`config.mk`:
```
export PLATFORM = sky130hd
export DESIGN_NAME = vga_cmd_timing
export DESIGN_NICKNAME = d
export VERILOG_FILES = /design/src/rtl/vga_cmd_timing.sv
export SDC_FILE = /design/constraint.sdc
export NUM_CORES = 1
export LEC_CHECK = 0
export ABC_AREA = 1
export CAP_MARGIN = 30
export CORE_UTILIZATION = 25
export DETAILED_ROUTE_END_ITERATION = 10
export PLACE_DENSITY = 0.45
export SETUP_SLACK_MARGIN = 0.4
export SLEW_MARGIN = 20
export SYNTH_ARGS = -nofsm -noshare
export SYNTH_HDL_FRONTEND = slang
export SYNTH_SLANG_ARGS = --single-unit
```
`constraint.sdc`:
```
create_clock -name clk -period 1.9 [get_ports clk]
set_input_delay 0.285 -clock clk [delete_from_list [all_inputs] [get_ports clk]]
set_output_delay 0.285 -clock clk [all_outputs]
set_load 0.05 [all_outputs]
```
`src/rtl/vga_cmd_timing.sv`:
```
// rtl/vga_cmd_timing.sv - VGA sync/pixel generator that drains colour/mode commands from a byte FIFO
module vga_cmd_timing #(
    parameter int CLK_DIV   = 4,
    parameter int H_VISIBLE = 800,
    parameter int H_FP      = 40,
    parameter int H_SYNC    = 128,
    parameter int H_BP      = 88,
    parameter int V_VISIBLE = 600,
    parameter int V_FP      = 1,
    parameter int V_SYNC    = 4,
    parameter int V_BP      = 23,
    parameter bit HSYNC_POL = 1'b1,
    parameter bit VSYNC_POL = 1'b1,
    parameter int RD_LATCH  = 6,
    parameter int RD_END    = 8
) (
    input  logic       clk,
    input  logic       nrst,
    input  logic [7:0] cmd_data,
    input  logic       cmd_nef,
    output logic       cmd_nrd,
    output logic       hsync,
    output logic       vsync,
    output logic [3:0] red,
    output logic [3:0] green,
    output logic [3:0] blue,
    output logic       frame_start
);
    localparam int H_TOTAL = H_VISIBLE + H_FP + H_SYNC + H_BP;
    localparam int V_TOTAL = V_VISIBLE + V_FP + V_SYNC + V_BP;
    localparam int DIV_W   = (CLK_DIV > 1) ? $clog2(CLK_DIV) : 1;
    localparam int RT_W    = $clog2(RD_END + 1);

    localparam logic [DIV_W-1:0] DIV_LAST = DIV_W'(CLK_DIV - 1);
    localparam logic [11:0] H_LAST   = 12'(H_TOTAL - 1);
    localparam logic [11:0] V_LAST   = 12'(V_TOTAL - 1);
    localparam logic [12:0] HS_START = 13'(H_VISIBLE + H_FP);
    localparam logic [12:0] HS_END   = 13'(H_VISIBLE + H_FP + H_SYNC);
    localparam logic [12:0] VS_START = 13'(V_VISIBLE + V_FP);
    localparam logic [12:0] VS_END   = 13'(V_VISIBLE + V_FP + V_SYNC);

    typedef enum logic [1:0] {RD_IDLE, RD_STROBE, RD_RECOVER} rd_state_t;

    logic [DIV_W-1:0] div_cnt;
    logic [11:0]      hcount;
    logic [11:0]      vcount;
    logic             tick;
    logic             h_last;
    logic             v_last;
    logic             frame_wrap;
    logic             h_act;
    logic             v_act;
    logic             pix_on;

    rd_state_t        rd_state;
    logic [RT_W-1:0]  rtick;
    logic [RT_W-1:0]  rtick_next;
    logic             idle_hold;
    logic             nef_meta;
    logic             nef_s;
    logic [7:0]       cmd_byte;
    logic             byte_valid;

    logic [3:0] pend_red, pend_green, pend_blue;
    logic       pend_mode, pend_blank;
    logic [3:0] act_red, act_green, act_blue;
    logic       act_mode, act_blank;

    assign tick       = (div_cnt == '0);
    assign h_last     = (hcount == H_LAST);
    assign v_last     = (vcount == V_LAST);
    assign frame_wrap = tick && h_last && v_last;
    assign h_act      = ({1'b0, hcount} >= HS_START) && ({1'b0, hcount} < HS_END);
    assign v_act      = ({1'b0, vcount} >= VS_START) && ({1'b0, vcount} < VS_END);
    assign pix_on     = (hcount < 12'(H_VISIBLE)) && (vcount < 12'(V_VISIBLE)) && !act_blank;
    assign rtick_next = rtick + 1'b1;

    function automatic logic [3:0] shade(input logic [3:0] c, input logic on,
                                         input logic ramp_mode, input logic [3:0] ramp);
        if (!on)
            return 4'd0;
        if (ramp_mode)
            return (c != 4'd0) ? ramp : 4'd0;
        return c;
    endfunction

    always_ff @(posedge clk or negedge nrst) begin
        if (!nrst) begin
            div_cnt <= '0;
            hcount  <= '0;
            vcount  <= '0;
        end else begin
            div_cnt <= (div_cnt == DIV_LAST) ? '0 : div_cnt + 1'b1;
            if (tick) begin
                hcount <= h_last ? 12'd0 : hcount + 12'd1;
                if (h_last)
                    vcount <= v_last ? 12'd0 : vcount + 12'd1;
            end
        end
    end

    // Outputs describe the pixel whose counter value was current at the tick.
    always_ff @(posedge clk or negedge nrst) begin
        if (!nrst) begin
            hsync       <= !HSYNC_POL;
            vsync       <= !VSYNC_POL;
            red         <= 4'd0;
            green       <= 4'd0;
            blue        <= 4'd0;
            frame_start <= 1'b0;
        end else begin
            frame_start <= frame_wrap;
            if (tick) begin
                hsync <= h_act ? HSYNC_POL : !HSYNC_POL;
                vsync <= v_act ? VSYNC_POL : !VSYNC_POL;
                red   <= shade(act_red,   pix_on, act_mode, hcount[8:5]);
                green <= shade(act_green, pix_on, act_mode, hcount[8:5]);
                blue  <= shade(act_blue,  pix_on, act_mode, hcount[8:5]);
            end
        end
    end

    // IDLE dwells one extra cycle after a strobe so a stale synchronised
    // not-empty flag cannot launch a read of an already drained FIFO.
    always_ff @(posedge clk or negedge nrst) begin
        if (!nrst) begin
            nef_meta   <= 1'b0;
            nef_s      <= 1'b0;
            rd_state   <= RD_IDLE;
            cmd_nrd    <= 1'b1;
            rtick      <= '0;
            idle_hold  <= 1'b0;
            cmd_byte   <= 8'd0;
            byte_valid <= 1'b0;
            pend_red   <= 4'd0;
            pend_green <= 4'd0;
            pend_blue  <= 4'd0;
            pend_mode  <= 1'b0;
            pend_blank <= 1'b0;
        end else begin
            nef_meta <= cmd_nef;
            nef_s    <= nef_meta;
            if (byte_valid) begin
                byte_valid <= 1'b0;
                casez (cmd_byte)
                    8'b00??????: pend_red   <= cmd_byte[3:0];
                    8'b01??????: pend_green <= cmd_byte[3:0];
                    8'b10??????: pend_blue  <= cmd_byte[3:0];
                    default: begin
                        pend_mode  <= cmd_byte[0];
                        pend_blank <= cmd_byte[1];
                    end
                endcase
            end
            case (rd_state)
                RD_IDLE: begin
                    if (idle_hold) begin
                        idle_hold <= 1'b0;
                    end else if (nef_s && !byte_valid) begin
                        rd_state <= RD_STROBE;
                        cmd_nrd  <= 1'b0;
                        rtick    <= '0;
                    end
                end
                RD_STROBE: begin
                    rtick <= rtick_next;
                    if (rtick_next == RT_W'(RD_LATCH)) begin
                        cmd_byte   <= cmd_data;
                        byte_valid <= 1'b1;
                    end
                    if (rtick_next == RT_W'(RD_END)) begin
                        cmd_nrd  <= 1'b1;
                        rd_state <= RD_RECOVER;
                    end
                end
                RD_RECOVER: begin
                    rd_state  <= RD_IDLE;
                    idle_hold <= 1'b1;
                end
                default: rd_state <= RD_IDLE;
            endcase
        end
    end

    // Active registers sample pending before any same-cycle decode lands.
    always_ff @(posedge clk or negedge nrst) begin
        if (!nrst) begin
            act_red   <= 4'd0;
            act_green <= 4'd0;
            act_blue  <= 4'd0;
            act_mode  <= 1'b0;
            act_blank <= 1'b0;
        end else if (frame_wrap) begin
            act_red   <= pend_red;
            act_green <= pend_green;
            act_blue  <= pend_blue;
            act_mode  <= pend_mode;
            act_blank <= pend_blank;
        end
    end
endmodule

```
* After elaboration in Yosys (flattened, before gate mapping)
Index checks and enable logic that the tools add are counted. W data, S select, Z words.
Operators by class: $lt $le $gt $ge 6, bitwise operators 1, reduce and logical (&&, ||, !) cells 27, equality and inequality tests 12, add/sub/neg operators 4, multiplexer cells 37
Operators by type and width (number):
- $mux W4 | 15
- $lt A12 B10 Y1 const B | 4
- $add A12 B1 Y12 const B | 2
- $ge A12 B10 Y1 const B | 2
- $mux W12 | 2
- $eq A12 B10 Y1 const B | 1
- $eq A12 B11 Y1 const B | 1
- $mux W1 | 12
- $reduce_and A2 Y1 | 6
- $reduce_bool A4 Y1 | 3
- $mux W2 | 4
- $pmux W4 S2 | 1
- $logic_and A1 B1 Y1 | 7
- $eq A2 B2 Y1 const B | 3
- $logic_not A2 Y1 | 3
- $ne A2 B2 Y1 const B | 3
- $reduce_and A3 Y1 | 2
- $add A4 B1 Y4 const B | 1
- $eq A2 B1 Y1 const B | 2
- $eq A4 B3 Y1 const B | 1
- $eq A4 B4 Y1 const B | 1
- $pmux W1 S2 | 2
- $pmux W2 S2 | 1
- $reduce_and A4 Y1 | 1
- other kinds (5) | 7
Storage, ports and cells: input port bits 11, bits in registers 88, word-level logic and storage cells 114

* Longest topological paths before layout
Gate-level depths: netlist of the first run.
depth after elaboration 9, depth in mapped cells 12, gate-level depth less buffers 10

* Worst setup path after synthesis of the first run
OpenSTA, ideal clock, no wires.
path kind flip-flop to flip-flop, from reg div_cnt[0], to reg act_mode, setup slack 381 ps, path buffers 2, arrival time 1403 ps, period minus slack after synthesis 1519 ps, required time 1784 ps, stages on the path, launching flop included 12, library setup time 116 ps, path through dfrtp_1 -> inv_1 -> ha_1 -> buf_6 -> inv_6 -> nor2_8 -> nand2_4 -> nor2_8 -> nand2_4 -> buf_2 -> nand2_1 -> nand2_1
Between the ends: word-level cells in the longest chain between the ends 3
RTL lines:
- start: declaration | RTL line 44 | logic [DIV_W-1:0] div_cnt;
- start signal: assignment | RTL line 93 | div_cnt <= (div_cnt == DIV_LAST) ? '0 : div_cnt + 1'b1;
- $logic_not A2 Y1 | RTL line 69 | assign tick = (div_cnt == '0);
- $logic_and A1 B1 Y1 (2 in series) | RTL line 72 | assign frame_wrap = tick && h_last && v_last;
- end signal: assignment | RTL line 197 | act_mode <= pend_mode;
- end: declaration | RTL line 67 | logic act_mode, act_blank;
Every way passes these cells. A chain may end at the register's enable or synchronous reset.

* Worst setup path in the final report of the first run
from reg hcount[1], to reg act_blue[2]
Between the ends: word-level cells in the longest chain between the ends 3
RTL lines:
- start: declaration | RTL line 45 | logic [11:0] hcount;
- start signal: assignment | RTL line 95 | hcount <= h_last ? 12'd0 : hcount + 12'd1;
- $eq A12 B11 Y1 | RTL line 70 | assign h_last = (hcount == H_LAST);
- $logic_and A1 B1 Y1 (2 in series) | RTL line 72
- end signal: assignment | RTL line 196 | act_blue <= pend_blue;
- end: declaration | RTL line 66 | logic [3:0] act_red, act_green, act_blue;
Every way passes these cells.

==> summary.txt, run 1 <==
Floorplan
  – Standard cell core area: 16500 µm²
  – I/O pin total: 27
  – Die width: 132 µm
  – Y dimension of the die: 132 µm
  – Starting density of the core: 25.5%
  – Floorplan row count: 47
  – Die outline area: 17400 µm²

GRT
  – GR Util met1: 16.0%
  – First-pass GRT wire length: 16500 µm
  – Antenna violations before repair: 0
  – Met2 track demand over resource in global routing: 18.9%
  – Vias in the first global route: 3324
  – Met3 track utilization from global routing: 3.34%
  – Total global routing track utilization: 12.0%
  – Maximum number of pins on one net before global-route repair: 35
  – Aggregate global routing overflow: 0
  – Layer with the highest usage: met2

Setup path
  – Launch point of the critical path: hcount[1]
  – Required @ worst endpoint: 2.19 ns
  – Source of the worst register-to-register timing path: hcount[1]
  – Sort of element at the end of the critical path: register
  – Critical path class: reg -> reg
  – CP max stage delay: 0.38 ns
  – Crit path arrival time: 1.85 ns
  – Critical Path Slowest Stage Cell: sky130_fd_sc_hd__dfrtp_1
  – List of cells traversed by the critical path: ha_2 > nand2_4 > nor2_8 > nand2_4 > nor2_8 > buf_12 > nand2_8 > clkinv_8 > nand2_1 > nand2_1
  – Highest fanout seen on the critical path: 8
  – Startpoint class of the critical path: register
  – Count of buffer and inverter cells on the critical path: 2
  – Family of cells with the greatest summed delay on the critical path: simple AND/OR/NAND/NOR gates

Clocking
  – Clock slew seen by the registers of the worst setup and hold paths: 0.07 ns
  – Clock network latency to the later pin of the worst-skew pair: 0.35 ns
  – Clock sink total: 86
  – # H-tree levels: 3
  – Master cell of the clock root buffer: sky130_fd_sc_hd__clkbuf_16
  – Maximum clock insertion buffer count: 2
  – Clock buffer count from CTS: 9
  – TritonCTS clock tree: yes

Final layout
  – Combined area of the multi-input logic cells: 1930 µm²
  – Fraction of layout cells with a size suffix above 1: 20.0%
  – Total inserted antenna cells: 0
  – Area used by sequential logic in the layout: 2160 µm²
  – Post-layout nets: 595
  – Area growth from synthesis to layout: 28.1%
  – Filler cells: 1746

Min path
  – Hold/Removal Path Class: reg -> reg
  – Hold wc startpoint: nef_meta

Detailed routing
  – Wire per inst: 12.2 µm
  – Total via count in the routed design: 3416
  – Average vias per placed instance: 4.28
  – Number of design-rule violations left by the first detailed-router iteration: 122
  – Final antenna-violating net count: 0
  – Post-Route WL: 9750 µm
  – Router iterations before antenna repair: 4
  – DRC violations left: 0

Logic synthesis
  – Main flop type after synthesis: sky130_fd_sc_hd__dfrtp_1
  – FFs w/ async S/R, synth: 100%
  – Number of unique standard cell types used by synthesis: 31
  – Share of synthesized area occupied by flip-flops and latches: 51.1%
  – Post-Syn Area per Cell: 8.08 µm²
  – Post-synthesis instance total: 522
  – Post-Syn Nets: 542
  – Number of enable-type register cells in the synthesized netlist: 0
  – Total standard cell area after synthesis: 4220 µm²
  – Synthesis Warnings: 0
  – Flop and latch count out of synthesis: 86

STA
  – Worst rel slew slack: 67.0%
  – Actual slew at the worst max-slew pin: 0.495 ns
  – Maximum clock frequency: 642 MHz
  – Setup TNS: 0 ns
  – Setup violators final: 0
  – Final cycle utilization of the critical path: 82.0%
  – Post-layout min period: 1.56 ns
  – Largest clock skew in the final design: 0.00693 ns
  – Number of max-slew violations in the final report: 0
  – Final Hold Violating Endpoints: 0
  – Setup repair after global routing missed its margin: yes

Flow run
  – MaxCap Viol Count: 0

Place
  – Routability cong.: 0.794
  – Port Buffer Count: 24
  – Total half-perimeter wirelength after legalization and detailed placement: 6730 µm

Power and ir drop
  – PD cells: 909 nW/µm²
  – Leakage power summed over all cells: 2.64 nW
  – Overall power: 4.91 mW
  – Peak supply drop: 0.534 mV

Run status
  – Status: finished clean
[layout make-up]
type	instances	area share (%)
clock buffers	10	4.43
inverters	54	4.31
well taps	220	5.10
flip-flops and latches	86	40.0
repair buffers	50	8.55
repair inverters	1	0.301
multi-input cells	373	35.8
clock inverters	5	1.53
[sequential cells by signal, summed over array words and instances, names as in the netlist, 4 cells and up]
| signal | count |
|---|---|
| hcount | 12 |
| vcount | 12 |
| cmd_byte | 6 |
| act_blue | 4 |
| act_green | 4 |
| act_red | 4 |
| blue | 4 |
| green | 4 |
| pend_blue | 4 |
| pend_green | 4 |
| pend_red | 4 |
| red | 4 |
| rtick | 4 |
[cell families (layout without fill, tap and decap cells)]
group	Yosys count	count (layout)	share of synthesized area, %
flops	86	86	51.1
simple gates	301	303	30.7
buf+inv	65	120	6.97
xor+xnor	14	14	2.91
fa+ha+maj	9	9	2.67
compound gates	47	47	5.70
[per-stage QoR]
stage                     cell area [µm²]  hold slack (ns)  cells  utilization, %  setup slack (ns)
after global placement               4740            0.282    764            28.7             0.191
after CTS                            5270            0.354    792            31.9             0.346
after floorplan                      4230          -0.0106    522               -             0.393
after detailed placement             4740            0.292    764            28.7             0.169
final                                5400            0.350    799            32.7             0.342
after global routing                 5400            0.356    799            32.7             0.273
[path summary, 6_finish.rpt]
path                          endpoint  slack [ns]  depth (start not counted)
max                        act_blue[2]        0.34                         10
max reg2reg                act_blue[2]        0.34                         10
min in group asynchronous    vcount[5]        0.44                          2
max in group asynchronous      cmd_nrd        0.82                          3
min                              nef_s        0.35                          0
min reg2reg                      nef_s        0.35                          0
[power by group]
part,switching (mW),internal (mW),total [mW]
Combinational,0.427,0.269,0.696
Sequential,0.194,2.11,2.30
Clock,0.729,1.18,1.91
[routing by layer]
metal  part of all wire [%]  up-vias  routed length [µm]
met2                     47       45                4570
li1                       -     1749                   -
met1                     49     1611                4740
met3                    3.2       11                 310
met4                    1.3        0                 123
met5                      0        -                   0
[synthesized netlist by cell type (2+ instances only)]
| master | count | share of area (%) |
|---|---|---|
| sky130_fd_sc_hd__o22ai_1 | 2 | 0.30 |
| sky130_fd_sc_hd__clkbuf_1 | 3 | 0.27 |
| sky130_fd_sc_hd__inv_2 | 4 | 0.36 |
| sky130_fd_sc_hd__nor2_1 | 40 | 3.6 |
| sky130_fd_sc_hd__xnor2_1 | 3 | 0.62 |
| sky130_fd_sc_hd__ha_1 | 9 | 2.7 |
| sky130_fd_sc_hd__o21ai_0 | 28 | 3.3 |
| sky130_fd_sc_hd__buf_6 | 3 | 0.80 |
| sky130_fd_sc_hd__a21oi_1 | 16 | 1.9 |
| sky130_fd_sc_hd__buf_4 | 2 | 0.36 |
| sky130_fd_sc_hd__xor2_1 | 11 | 2.3 |
| sky130_fd_sc_hd__nand3b_1 | 4 | 0.71 |
| sky130_fd_sc_hd__nand4_1 | 7 | 1.0 |
| sky130_fd_sc_hd__nand3_1 | 38 | 4.5 |
| sky130_fd_sc_hd__dfrtp_1 | 85 | 50 |
| sky130_fd_sc_hd__nand2_4 | 2 | 0.53 |
| sky130_fd_sc_hd__nand2_1 | 197 | 18 |
| sky130_fd_sc_hd__nor2_8 | 2 | 0.95 |
| sky130_fd_sc_hd__nor3_1 | 6 | 0.71 |
| sky130_fd_sc_hd__buf_2 | 2 | 0.24 |
| sky130_fd_sc_hd__inv_1 | 48 | 4.3 |
[timing repair]
item	4_1_cts	5_1_grt
endpoints found under the hold margin	31	0
setup buffers	8	7
hold buffers	1	0
gates cloned	4	0
resized for setup	59	47
setup endpoints to repair	69	57
pin swaps	6	14
[layout by cell type (no fill, tap or decap), types with 3 or more instances in the layout]
cell	instances
sky130_fd_sc_hd__nand3b_1	4
sky130_fd_sc_hd__nand2_2	17
sky130_fd_sc_hd__nor2_1	35
sky130_fd_sc_hd__dfrtp_2	5
sky130_fd_sc_hd__buf_4	21
sky130_fd_sc_hd__ha_1	5
sky130_fd_sc_hd__nand2_4	7
sky130_fd_sc_hd__dfrtp_1	80
sky130_fd_sc_hd__xor2_1	11
sky130_fd_sc_hd__a21oi_1	16
sky130_fd_sc_hd__buf_6	3
sky130_fd_sc_hd__inv_1	43
sky130_fd_sc_hd__clkdlybuf4s50_1	7
sky130_fd_sc_hd__clkbuf_2	6
sky130_fd_sc_hd__buf_12	3
sky130_fd_sc_hd__nor2_2	4
sky130_fd_sc_hd__nand3_1	37
sky130_fd_sc_hd__inv_2	7
sky130_fd_sc_hd__nand2_1	177
sky130_fd_sc_hd__nor2_4	3
sky130_fd_sc_hd__clkdlybuf4s15_2	8
sky130_fd_sc_hd__nor3_1	5
sky130_fd_sc_hd__nand4_1	7
sky130_fd_sc_hd__o21ai_0	27
sky130_fd_sc_hd__clkbuf_16	9
sky130_fd_sc_hd__xnor2_1	3
Power figures use the tool's default switching activity.
==> inputs of run 2 (changes only) <==
PLACE_DENSITY = 0.47   (was 0.45)
clock period = 1.3 ns   (was 1.9 ns; I/O delays follow)
==> run 2 against run 1 <==
  * The run now ends with setup timing left
  * Sequential cell count is the same
  * Clock skew rose by 0.0035 ns
  * Sequential power is 48% higher
  * Combinational power grew to 2.7 times the previous value
  * Clock power increased by 35%
  * First-iteration DRC count grew 43%
  * Critical path depth decreased by 2
  * Cell count rose by 8.4%
  * Clock-buffer cell count grew 1
  * Register-to-register slack worse by 0.50 ns
==> summary.txt, run 2 (same netlist as run 1, synthesis figures left out) <==
Floorplan
  – Starting density of the core: 25.5% (unchanged)
  – Die width: 132 µm (unchanged)
  – Y dimension of the die: 132 µm (unchanged)
  – Standard cell core area: 16500 µm² (unchanged)
  – Die outline area: 17400 µm² (unchanged)
  – I/O pin total: 27 (unchanged)
  – Floorplan row count: 47 (unchanged)

Run status
  – Violated checks: setup timing
  – Status: complete, but fails checks (was finished clean)

GRT
  – Vias in the first global route: 3680 (was 3324)
  – Antenna violations before repair: 0 (unchanged)
  – Aggregate global routing overflow: 0 (unchanged)
  – Maximum number of pins on one net before global-route repair: 32 (was 35)
  – First-pass GRT wire length: 17500 µm (was 16500 µm)
  – Total global routing track utilization: 12.7% (was 12.0%)

STA
  – Worst-case hold slack: 0.290 ns (was 0.350 ns)
  – Number of max-slew violations in the final report: 0 (unchanged)
  – Worst rel slew slack: 76.8% (was 67.0%)
  – Setup repair after global routing missed its margin: yes (unchanged)
  – Largest clock skew in the final design: 0.0104 ns (was 0.00693 ns)
  – Actual slew at the worst max-slew pin: 0.345 ns (was 0.495 ns)
  – Maximum clock frequency: 687 MHz (was 642 MHz)
  – Final cycle utilization of the critical path: 112% (was 82.0%)
  – Post-layout min period: 1.46 ns (was 1.56 ns)
  – Final WS setup: -0.156 ns (was 0.342 ns)
  – Setup violators final: 55 (was 0)
  – Final Hold Violating Endpoints: 0 (unchanged)

Power and ir drop
  – PD cells: 1210 nW/µm² (was 909 nW/µm²)
  – Leakage power summed over all cells: 3.05 nW (was 2.64 nW)
  – Peak supply drop: 0.685 mV (was 0.534 mV)
  – Overall power: 7.85 mW (was 4.91 mW)

Detailed routing
  – Wire per inst: 11.9 µm (was 12.2 µm)
  – Router iterations before antenna repair: 5 (was 4)
  – Post-Route WL: 10300 µm (was 9750 µm)
  – Final antenna-violating net count: 0 (unchanged)
  – Total via count in the routed design: 3729 (was 3416)
  – Average vias per placed instance: 4.31 (was 4.28)
  – DRC violations left: 0 (unchanged)
  – Number of design-rule violations left by the first detailed-router iteration: 174 (was 122)

Clocking
  – Clock network latency to the later pin of the worst-skew pair: 0.35 ns (about the same)
  – # H-tree levels: 3 (unchanged)
  – Clock buffer count from CTS: 9 (unchanged)
  – Clock sink total: 86 (unchanged)
  – Master cell of the clock root buffer: sky130_fd_sc_hd__clkbuf_16 (unchanged)
  – Clock slew seen by the registers of the worst setup and hold paths: 0.06 ns (was 0.07 ns)
  – Maximum clock insertion buffer count: 2 (unchanged)
  – TritonCTS clock tree: yes (unchanged)

Final layout
  – Filler cells: 1642 (was 1746)
  – Combined area of the multi-input logic cells: 2240 µm² (was 1930 µm²)
  – Most common library cell in the layout ignoring fill and taps: sky130_fd_sc_hd__nand2_1 (unchanged)
  – Post-layout nets: 661 (was 595)
  – Top flop regs: hcount (12), vcount (12), cmd_byte (6) (unchanged)
  – Commonest cells after routing, fill and taps aside: 170 x sky130_fd_sc_hd__nand2_1, 83 x sky130_fd_sc_hd__dfrtp_1, 67 x sky130_fd_sc_hd__buf_4 (was 177 x sky130_fd_sc_hd__nand2_1, 80 x sky130_fd_sc_hd__dfrtp_1, 43 x sky130_fd_sc_hd__inv_1)
  – Area growth from synthesis to layout: 53.5% (was 28.1%)
  – Total inserted antenna cells: 0 (unchanged)
  – Area used by sequential logic in the layout: 2160 µm² (about the same)
  – Fraction of layout cells with a size suffix above 1: 37.8% (was 20.0%)

Setup path
  – Logic depth of the worst setup path including buffers: 8 (was 10)
  – Reg2reg end: vcount[8] (was act_blue[2])
  – Startpoint class of the critical path: register (unchanged)
  – Critical Path Slowest Stage Cell: sky130_fd_sc_hd__dfrtp_1 (unchanged)
  – FF-to-FF setup slack: -0.16 ns (was 0.34 ns)
  – Sort of element at the end of the critical path: register (unchanged)
  – Highest fanout seen on the critical path: 5 (was 8)
  – Source of the worst register-to-register timing path: hcount[0] (was hcount[1])
  – Critical path class: reg -> reg (unchanged)
  – Setup crit end: vcount[8] (was act_blue[2])
  – Launch point of the critical path: hcount[0] (was hcount[1])
  – CP max stage delay: 0.41 ns (was 0.38 ns)
  – Crit path arrival time: 1.69 ns (was 1.85 ns)
  – Count of buffer and inverter cells on the critical path: 1 (was 2)
  – Family of cells with the greatest summed delay on the critical path: simple AND/OR/NAND/NOR gates (unchanged)
  – Number of cells on the worst reg-to-reg path: 8 (was 10)
  – List of cells traversed by the critical path: ha_4 > nand2_4 > nor2_8 > nand2_4 > nor2_8 > buf_6 > nand2_2 > xor2_1 (was ha_2 > nand2_4 > nor2_8 > nand2_4 > nor2_8 > buf_12 > nand2_8 > clkinv_8 > nand2_1 > nand2_1)
  – Required @ worst endpoint: 1.53 ns (was 2.19 ns)

Place
  – Total half-perimeter wirelength after legalization and detailed placement: 7110 µm (was 6730 µm)
  – Port Buffer Count: 24 (unchanged)
  – Routability cong.: 0.839 (was 0.794)

Flow run
  – MaxCap Viol Count: 0 (unchanged)

Min path
  – Hold/Removal Path Class: in -> async (was reg -> reg)
==> run 2: cell count changes in the layout (fill, tap and decap cells not counted), moves of 16 or more <==
cell                      before  now
sky130_fd_sc_hd__nand3_1      37   11
sky130_fd_sc_hd__buf_12        3   19
sky130_fd_sc_hd__nand3_2       1   21
sky130_fd_sc_hd__buf_6         3   22
sky130_fd_sc_hd__o21ai_0      27    3
sky130_fd_sc_hd__o21ai_1       1   18
sky130_fd_sc_hd__buf_4        21   67
==> run 2: area by class of cell <==
| type | count | area share, % |
|---|---|---|
| well taps | 220 | 4.25 |
| clock inverters | 5 | 0.947 |
| multi-input cells | 371 | 34.6 |
| repair buffers | 119 | 19.6 |
| inverters | 54 | 3.65 |
| clock buffers | 11 | 3.60 |
| flip-flops and latches | 86 | 33.3 |
==> run 2: worst min path at each step <==
stage                end  slack, ns
2_1_floorplan  act_blank      -0.10
3_3_place_gp       vsync       0.13
3_5_place_dp       vsync       0.13
4_1_cts         nef_meta       0.27
5_1_grt         nef_meta       0.28
6_report           vsync       0.29
==> run 2: what timing repair did <==
| action | 4_1_cts | 5_1_grt |
|---|---|---|
| gates cloned | 2 | 0 |
| pin swaps | 36 | 33 |
| hold endpoints to repair | 17 | 0 |
| hold buffers | 1 | 0 |
| endpoints found under the setup margin | 95 | 113 |
| gates resized for setup | 92 | 57 |
| setup buffers | 23 | 11 |
==> run 2: metal layers <==
| layer | wire (µm) | track usage (%) | vias to the layer above |
|---|---|---|---|
| met3 | 309 | 3.00 | 21 |
| met1 | 4860 | 16.5 | 1751 |
| li1 | - | - | 1899 |
| met4 | 221 | 5.56 | 0 |
| met5 | 0 | 0 | - |
| met2 | 4910 | 19.9 | 58 |
==> run 2: through the flow <==
stage | setup slack [ns] | cells | TNS, ns | util, % | cell area (µm²)
floorplan | -0.204 | 522 | -5.05 | - | 4340
CTS | -0.140 | 855 | -5.21 | 37.4 | 6190
finish | -0.156 | 866 | -5.00 | 39.2 | 6470
detailed placement | -0.258 | 813 | -9.94 | 32.5 | 5380
global placement | -0.225 | 813 | -8.32 | 32.5 | 5380
global route | -0.228 | 866 | -9.95 | 39.2 | 6470
==> run 2: power by group <==
part	switching (mW)	internal [mW]
Combinational	0.988	0.902
Clock	1.07	1.50
Sequential	0.313	3.08
Total	2.37	5.48
